$ cat src/rtl/cluster_input_assembler_if.sv
// Handshake bundle for cluster_input_assembler.
// Carries the word-stream input and the assembled-vector output.
interface cluster_input_assembler_if #(
    parameter int VEC_W  = 1894,
    parameter int WORD_W = 32
);
    logic              in_valid;
    logic              in_ready;
    logic [WORD_W-1:0] in_data;
    logic              in_last;
    logic              out_valid;
    logic              out_ready;
    logic [VEC_W-1:0]  out_vec;

    modport master (
        output in_valid, in_data, in_last, out_ready,
        input  in_ready, out_valid, out_vec
    );

    modport slave (
        input  in_valid, in_data, in_last, out_ready,
        output in_ready, out_valid, out_vec
    );
endinterface

$ cat src/rtl/cluster_input_assembler.sv
// Assembles 32-bit words into the cluster input vector and holds it for the output-bit modules.
// Define CLUSTER_IN_DBUF_EN for a ping-pong pair of frame buffers.
module cluster_input_assembler #(
    parameter int VEC_W  = 1894,
    parameter int WORD_W = 32,
    parameter int NWORDS = (VEC_W + WORD_W - 1) / WORD_W
) (
    input  logic                     clk,
    input  logic                     rst_n,
    cluster_input_assembler_if.slave bus,
    output logic                     err_pulse,
    output logic [15:0]              frame_cnt
);
    localparam int IDX_W = (NWORDS > 1) ? $clog2(NWORDS) : 1;
    localparam logic [IDX_W-1:0] LAST_IDX = IDX_W'(NWORDS - 1);

    logic [IDX_W-1:0] widx_q;
    logic [IDX_W-1:0] widx_d;
    logic             err_q;
    logic [15:0]      frame_cnt_q;
    logic [VEC_W-1:0] wmask;
    logic [VEC_W-1:0] wdata;
    logic             wr;
    logic             at_last;
    logic             done;
    logic             ferr;
    logic             xfer;

    // Bits of the final word above VEC_W never reach the mask.
    always_comb begin
        wmask = '0;
        wdata = '0;
        for (int p = 0; p < VEC_W; p++) begin
            if (widx_q == IDX_W'(p / WORD_W)) begin
                wmask[p] = 1'b1;
                wdata[p] = bus.in_data[p % WORD_W];
            end
        end
    end

    assign wr      = bus.in_valid && bus.in_ready;
    assign at_last = (widx_q == LAST_IDX);
    assign done    = wr && at_last && bus.in_last;
    assign ferr    = wr && (at_last != bus.in_last);
    assign xfer    = bus.out_valid && bus.out_ready;

    always_comb begin
        widx_d = widx_q;
        if (wr) begin
            if (at_last || bus.in_last) widx_d = '0;
            else widx_d = widx_q + 1'b1;
        end
    end

    always_ff @(posedge clk or negedge rst_n) begin
        if (!rst_n) begin
            widx_q      <= '0;
            err_q       <= 1'b0;
            frame_cnt_q <= 16'd0;
        end else begin
            widx_q <= widx_d;
            err_q  <= ferr;
            if (xfer) frame_cnt_q <= frame_cnt_q + 16'd1;
        end
    end

    assign err_pulse = err_q;
    assign frame_cnt = frame_cnt_q;

`ifdef CLUSTER_IN_DBUF_EN
    logic [VEC_W-1:0] buf_a_q;
    logic [VEC_W-1:0] buf_b_q;
    logic [1:0]       full_q;
    logic             fill_sel_q;
    logic             out_sel_q;

    assign bus.in_ready  = ~&full_q;
    assign bus.out_valid = full_q[out_sel_q];
    assign bus.out_vec   = out_sel_q ? buf_b_q : buf_a_q;

    // Fill and present pointers alternate, so frames leave in arrival order.
    always_ff @(posedge clk or negedge rst_n) begin
        if (!rst_n) begin
            buf_a_q    <= '0;
            buf_b_q    <= '0;
            full_q     <= 2'b00;
            fill_sel_q <= 1'b0;
            out_sel_q  <= 1'b0;
        end else begin
            if (wr && !fill_sel_q) buf_a_q <= (buf_a_q & ~wmask) | (wdata & wmask);
            if (wr && fill_sel_q) buf_b_q <= (buf_b_q & ~wmask) | (wdata & wmask);
            if (done) begin
                full_q[fill_sel_q] <= 1'b1;
                fill_sel_q         <= ~fill_sel_q;
            end
            if (xfer) begin
                full_q[out_sel_q] <= 1'b0;
                out_sel_q         <= ~out_sel_q;
            end
        end
    end
`else
    typedef enum logic {FILL, HOLD} state_e;

    state_e           state_q;
    logic [VEC_W-1:0] buf_q;

    assign bus.in_ready  = (state_q == FILL);
    assign bus.out_valid = (state_q == HOLD);
    assign bus.out_vec   = buf_q;

    always_ff @(posedge clk or negedge rst_n) begin
        if (!rst_n) begin
            state_q <= FILL;
            buf_q   <= '0;
        end else begin
            if (wr) buf_q <= (buf_q & ~wmask) | (wdata & wmask);
            unique case (state_q)
                FILL: if (done) state_q <= HOLD;
                HOLD: if (bus.out_ready) state_q <= FILL;
                default: state_q <= FILL;
            endcase
        end
    end
`endif
endmodule
$ cat src/flat_wrapper.sv
// flat-port wrapper written by rule: the top's interface ports become plain ports
module cluster_input_assembler_flat 
#(
    parameter int VEC_W  = 1894,
    parameter int WORD_W = 32,
    parameter int NWORDS = (VEC_W + WORD_W - 1) / WORD_W
)
  (clk, rst_n, err_pulse, frame_cnt, bus_in_valid, bus_in_data, bus_in_last, bus_out_ready, bus_in_ready, bus_out_valid, bus_out_vec);
  cluster_input_assembler_if #(.VEC_W(VEC_W), .WORD_W(WORD_W)) bus_i ();
  input  logic clk;
  input  logic rst_n;
  output logic err_pulse;
  output logic [15:0] frame_cnt;
  input wire logic [$bits(bus_i.in_valid)-1:0] bus_in_valid;
  input wire logic [$bits(bus_i.in_data)-1:0] bus_in_data;
  input wire logic [$bits(bus_i.in_last)-1:0] bus_in_last;
  input wire logic [$bits(bus_i.out_ready)-1:0] bus_out_ready;
  output wire logic [$bits(bus_i.in_ready)-1:0] bus_in_ready;
  output wire logic [$bits(bus_i.out_valid)-1:0] bus_out_valid;
  output wire logic [$bits(bus_i.out_vec)-1:0] bus_out_vec;
  assign bus_i.in_valid = bus_in_valid;
  assign bus_i.in_data = bus_in_data;
  assign bus_i.in_last = bus_in_last;
  assign bus_i.out_ready = bus_out_ready;
  assign bus_in_ready = bus_i.in_ready;
  assign bus_out_valid = bus_i.out_valid;
  assign bus_out_vec = bus_i.out_vec;
  cluster_input_assembler #(.VEC_W(VEC_W), .WORD_W(WORD_W), .NWORDS(NWORDS)) u_core (.clk(clk), .rst_n(rst_n), .bus(bus_i), .err_pulse(err_pulse), .frame_cnt(frame_cnt));
endmodule
$ cat config.mk
export PLATFORM = sky130hd
export DESIGN_NAME = cluster_input_assembler_flat
export DESIGN_NICKNAME = d
export VERILOG_FILES = /design/src/rtl/cluster_input_assembler_if.sv /design/src/rtl/cluster_input_assembler.sv /design/src/flat_wrapper.sv
export SDC_FILE = /design/constraint.sdc
export NUM_CORES = 2
export LEC_CHECK = 0
export CAP_MARGIN = 25
export CORE_AREA = 2 2 759 761
export CTS_CLUSTER_DIAMETER = 120
export DETAILED_ROUTE_END_ITERATION = 7
export DIE_AREA = 0 0 761 763
export GPL_TIMING_DRIVEN = 0
export HOLD_SLACK_MARGIN = 0.12
export PLACE_DENSITY = 0.32
export SLEW_MARGIN = 20
export SYNTH_ARGS = -nofsm -noshare
export SYNTH_HDL_FRONTEND = slang
export SYNTH_SLANG_ARGS = --single-unit
$ cat constraint.sdc
create_clock -name clk -period 1.9 [get_ports clk]
set_input_delay 0.19 -clock clk [delete_from_list [all_inputs] [get_ports clk]]
set_output_delay 0.19 -clock clk [all_outputs]
set_load 0.03 [all_outputs]
# Word level (Yosys, flattened, before mapping)
# Cells that the tools add are included.
# W data, S select, Z words.
dict set report word_totals {
  word_cells 2037
  input_bits 37
  out_inout_bits 1913
  reg_bits 1918
}
dict set report op_classes {
  reduce_logical 7
  mux 1958
  addsub 2
  eq_ne 60
  bitwise_logic 5
}
# operator n
set op_table {}
lappend op_table {{$and A1894 B1894 Y1894} 2}
lappend op_table {{$mux W1} 1956}
lappend op_table {{$not A1894 Y1894} 1}
lappend op_table {{$or A1894 B1894 Y1894} 1}
lappend op_table {{$eq A6 B6 Y1 const B} 28}
lappend op_table {{$eq A6 B5 Y1 const B} 16}
lappend op_table {{$eq A6 B4 Y1 const B} 8}
lappend op_table {{$eq A6 B3 Y1 const B} 4}
lappend op_table {{$add A16 B1 Y16 const B} 1}
lappend op_table {{$eq A6 B2 Y1 const B} 2}
lappend op_table {{$add A6 B1 Y6 const B} 1}
lappend op_table {{$eq A6 B1 Y1 const B} 1}
lappend op_table {{$logic_not A6 Y1} 1}
lappend op_table {{$mux W6} 1}
lappend op_table {{$logic_and A1 B1 Y1} 5}
lappend op_table {{$pmux W1 S2} 1}
lappend op_table {{$logic_or A1 B1 Y1} 1}
lappend op_table {{$ne A1 B1 Y1} 1}
lappend op_table {{$not A1 Y1} 1}

# Longest topological paths before layout
dict set report logic_depth {
  depth_word 6
  depth_mapped 7
  mapped_depth_nobuf 6
}

# Worst setup path before layout
# OpenSTA, ideal clock, no wires.
dict set report synth_timing {
  path_type {register -> register}
  startpoint {register u_core.state_q, in the netlist u_core.bus.out_valid}
  endpoint {register (tool-made name)}
  required_ps 1772
  path_stages_with_launch 8
  setup_time_ps 128
  n_path_buf 3
  setup_slack_ps -259
  synth_period_minus_slack_ps 2159
  arrival_ps 2031
  cell_sequence {dfrtp_1 -> nand2b_4 -> buf_6 -> or3_4 -> buf_8 -> nor2_8 -> buf_6 -> mux2_1}
}
# element line_no
set synth_rtl {}
lappend synth_rtl {{from (decl)} cluster_input_assembler.sv:105} ;# state_e state_q;
lappend synth_rtl {{from (signal assigned)} cluster_input_assembler.sv:114} ;# state_q <= FILL;
lappend synth_rtl {{from (signal assigned)} cluster_input_assembler.sv:119} ;# FILL: if (done) state_q <= HOLD;
lappend synth_rtl {{from (signal assigned)} cluster_input_assembler.sv:120} ;# HOLD: if (bus.out_ready) state_q <= FILL;

==> run summary <==
run status = finished, violations left
failing checks = negative hold slack, negative setup slack
floorplan die width = 761 um
kind of critical path = flip-flop to flip-flop
Area growth syn-to-layout = 64.9%
Yosys Warn Count = 0
min-delay worst type = input pin to asynchronous set/reset pin
Max-cap violations = 0
post-CTS clock slew at the launch and capture registers of the worst setup and hold paths = 0.06 ns
Clock Root Buffer = clkbuf_16
die area = 581000 sq um
Synth Area per Inst = 16.6 sq um
GRT overflow = 0
setup TNS = -1239.32 ns
filler cell count = 60929
post-layout worst setup margin = -0.600 ns
P per Cell Area = 988 nW/um^2
per-cell routed wire length = 31.2 um
delay contributed by the slowest stage of the critical path = 0.51 ns
Sink Count = 1918
WP data arrival = 3.26 ns
number of standard-cell rows in the floorplan = 278
post-synth net total = 4402
Net Sw Power = 0.0357 W
area occupied by registers = 48000 sq um
CTS tree = done
Final Routed Wirelength = 457000 um
Gate power share = 17.6%
cell-by-cell trace of the critical path = nand2b_4 > buf_8 > or3_4 > buf_16 > nor2_8 > buf_12 > clkbuf_16 > mux2_4
overall via count from detail_route = 48450
vias per inst = 3.31
number of buffers added on ports = 1917
critical path data required time = 2.66 ns
total power = 0.118 W
share of the yosys chip area belonging to registers = 66.2%
GPL Wtd Cong = 0.772
Multi-input gate area = 24800 sq um
post-synthesis cell count = 4358
worst hold margin = -0.622 ns
ratio of final minimum period to clock period = 132%
clock network power share = 43.9%
vertical die dimension = 763 um
largest buffer count on any clock path = 4
critical path's top delay family = simple AND/OR/NAND/NOR gates
Placeable Area = 572000 sq um
Slowest cell on crit path = dfrtp_4
final setup fails = 3943
largest fanout on the critical path = 5
wire length of the first global-routing pass = 572000 um
number of H-tree levels = 5
worst relative slew slack = 24.9%
global routing usage summed across all routing layers = 14.9%
Worst Clk Skew = 0.0485 ns
synthesized area = 72500 sq um
clock latency on the worst-skew pair = 0.92 ns
HPWL after DPL = 346000 um
Initial Utilization = 12.7%
endpoints failing hold = 407
number of cell instances on the worst register-to-register path = 8
FF-to-FF setup slack = -0.60 ns
maximum clock rate = 0.400 GHz
switching portion of total power = 30.3%
total iterations of the first detailed-routing run = 5
Worst IR Drop VDD = 0.710 mV
crit end category = flip-flop
Num CTS Buffers = 270
final-stage net count = 6896
Netlist cell types = 38
count of buffer and inverter cells on the critical path = 4
Layout Utilization = 20.9%
drt initial violations = 1907
proportion of layout cells with a drive suffix above 1 = 39.0%
antenna violations before repair = 70
Tmin final = 2.50 ns
via count of the first global-routing pass = 52046
post-detailed-route count of antenna-violating nets = 0
share of total power in sequential cells = 38.5%
Internal = 0.0823 W
Remaining DRCs = 0
count of final max-slew check failures = 0
actual transition at the worst max-transition pin = 1.13 ns
kind of start point of the critical path = flip-flop
synthesis-stage register bit count = 1918
unrepaired setup endpoints after global routing = true
reported leakage power = 52.3 nW
startpoint of the worst-slack reg-to-reg timing path = u_core.bus.out_valid
Ports = 1950
largest net degree at the start of global routing = 131
[cell usage after synthesis]
master	number	area share, %
inv_1	6	0.031
or3_4	2	0.031
nor2_1	13	0.067
nand4_1	5	0.043
a21o_1	2	0.021
clkbuf_1	192	0.99
nor2_4	10	0.16
and3_1	5	0.043
dfrtp_1	1918	66
nor3_1	5	0.035
nand3_1	15	0.10
buf_4	24	0.25
o21ai_0	5	0.035
or3_1	1	0.0086
nand3_2	1	0.014
nor3b_1	1	0.010
mux2_2	1481	23
mux2_1	414	6.4
nor2b_1	4	0.035
a22o_1	1	0.012
buf_1	1	0.0052
o32ai_1	1	0.012
o31ai_1	1	0.010
ha_1	7	0.12
inv_2	1	0.0052
xnor2_1	12	0.15
a21oi_1	1	0.0069
buf_8	1	0.021
nand3b_1	2	0.021
nor4_1	2	0.017
and2_1	5	0.043
nor2_2	14	0.12
nor2_8	10	0.28
buf_2	121	0.84
buf_6	38	0.59
nand2b_4	1	0.019
nand2_1	32	0.17
xor2_1	3	0.036
[worst max-delay path by stage]
| stage | start | to | slack, ns | depth (start not counted) |
|---|---|---|---|---|
| after global placement | rst_n | u_core.bus.out_valid | -102.12 | 1 |
| final | u_core.bus.out_valid | flip-flop | -0.60 | 8 |
| after detailed placement | bus_in_valid | flip-flop | -2.91 | 7 |
| after global routing | u_core.bus.out_valid | flip-flop | -0.66 | 8 |
| after floorplan | u_core.bus.out_valid | flip-flop | -0.16 | 7 |
| after CTS | u_core.bus.out_valid | flip-flop | -0.68 | 8 |
[repair_timing]
item,in CTS,in global routing
hold endpoints to repair,1972,421
setup buffers,95,43
setup endpoints to repair,4052,4331
hold buffers,51,2
gates resized for setup,377,511
pin swaps,44,18
gates cloned,18,46
[power by group through the flow]
stage	registers (W)	logic, W	clock network, W
after floorplan	0.0517	0.00315	0
after detailed placement	0.0461	0.0202	0
after CTS	0.0454	0.0208	0.0539
after global routing	0.0458	0.0217	0.0553
final	0.0454	0.0208	0.0518
after global placement	0.0462	0.0192	0
[stage by stage]
step | instances | area [sq um] | worst slack [ns]
6_report | 14645 | 120000 | -0.600
5_1_grt | 14615 | 119000 | -0.655
3_3_place_gp | 13835 | 102000 | -102.12
3_5_place_dp | 13901 | 104000 | -2.91
2_1_floorplan | 4358 | 73200 | -0.163
4_1_cts | 14520 | 116000 | -0.677
[worst min-delay path: cells and delay by family]
family | cells | cell delay, ns
buf+inv | 3 | 0.49
[final cells by class]
class | instances | area share [%]
inverters | 7 | 0.0241
plain buffers | 362 | 2.71
well taps | 7560 | 7.92
repair buffers | 2237 | 20.9
flip-flops and latches | 1918 | 40.2
clock inverters | 67 | 0.849
clock buffers | 399 | 6.62
multi-input cells | 2056 | 20.8
diodes | 39 | 0.0817
[cells in the final DEF, fill, tap and decap left out, types with 37 or more instances in the layout]
cell	instances
buf_6	37
buf_16	73
mux2_4	509
buf_12	138
diode_2	39
mux2_2	1221
dlygate4sd3_1	39
clkbuf_16	326
clkbuf_2	56
buf_2	40
dfrtp_1	1911
mux2_1	165
clkbuf_1	200
clkbuf_8	54
clkdlybuf4s50_1	1896
buf_4	86
[cell families after synthesis]
group | Yosys count | synth area share [%]
xor gates and xnor gates | 15 | 0.181
muxes | 1895 | 29.4
buffers and inverters | 384 | 2.73
AOI/OAI and AO/OA | 11 | 0.0967
and+or+nand+nor | 128 | 1.21
DFF | 1918 | 66.2
adders and majority gates | 7 | 0.121
[per-layer routing]
metal,track usage [%],wire (um),vias to the layer above
met1,17.2,182000,25797
li1,-,-,20351
met3,5.41,38300,464
met5,0,113,-
met2,26.1,224000,1822
met4,3.56,12800,16
Power figures use the tool's default switching activity.
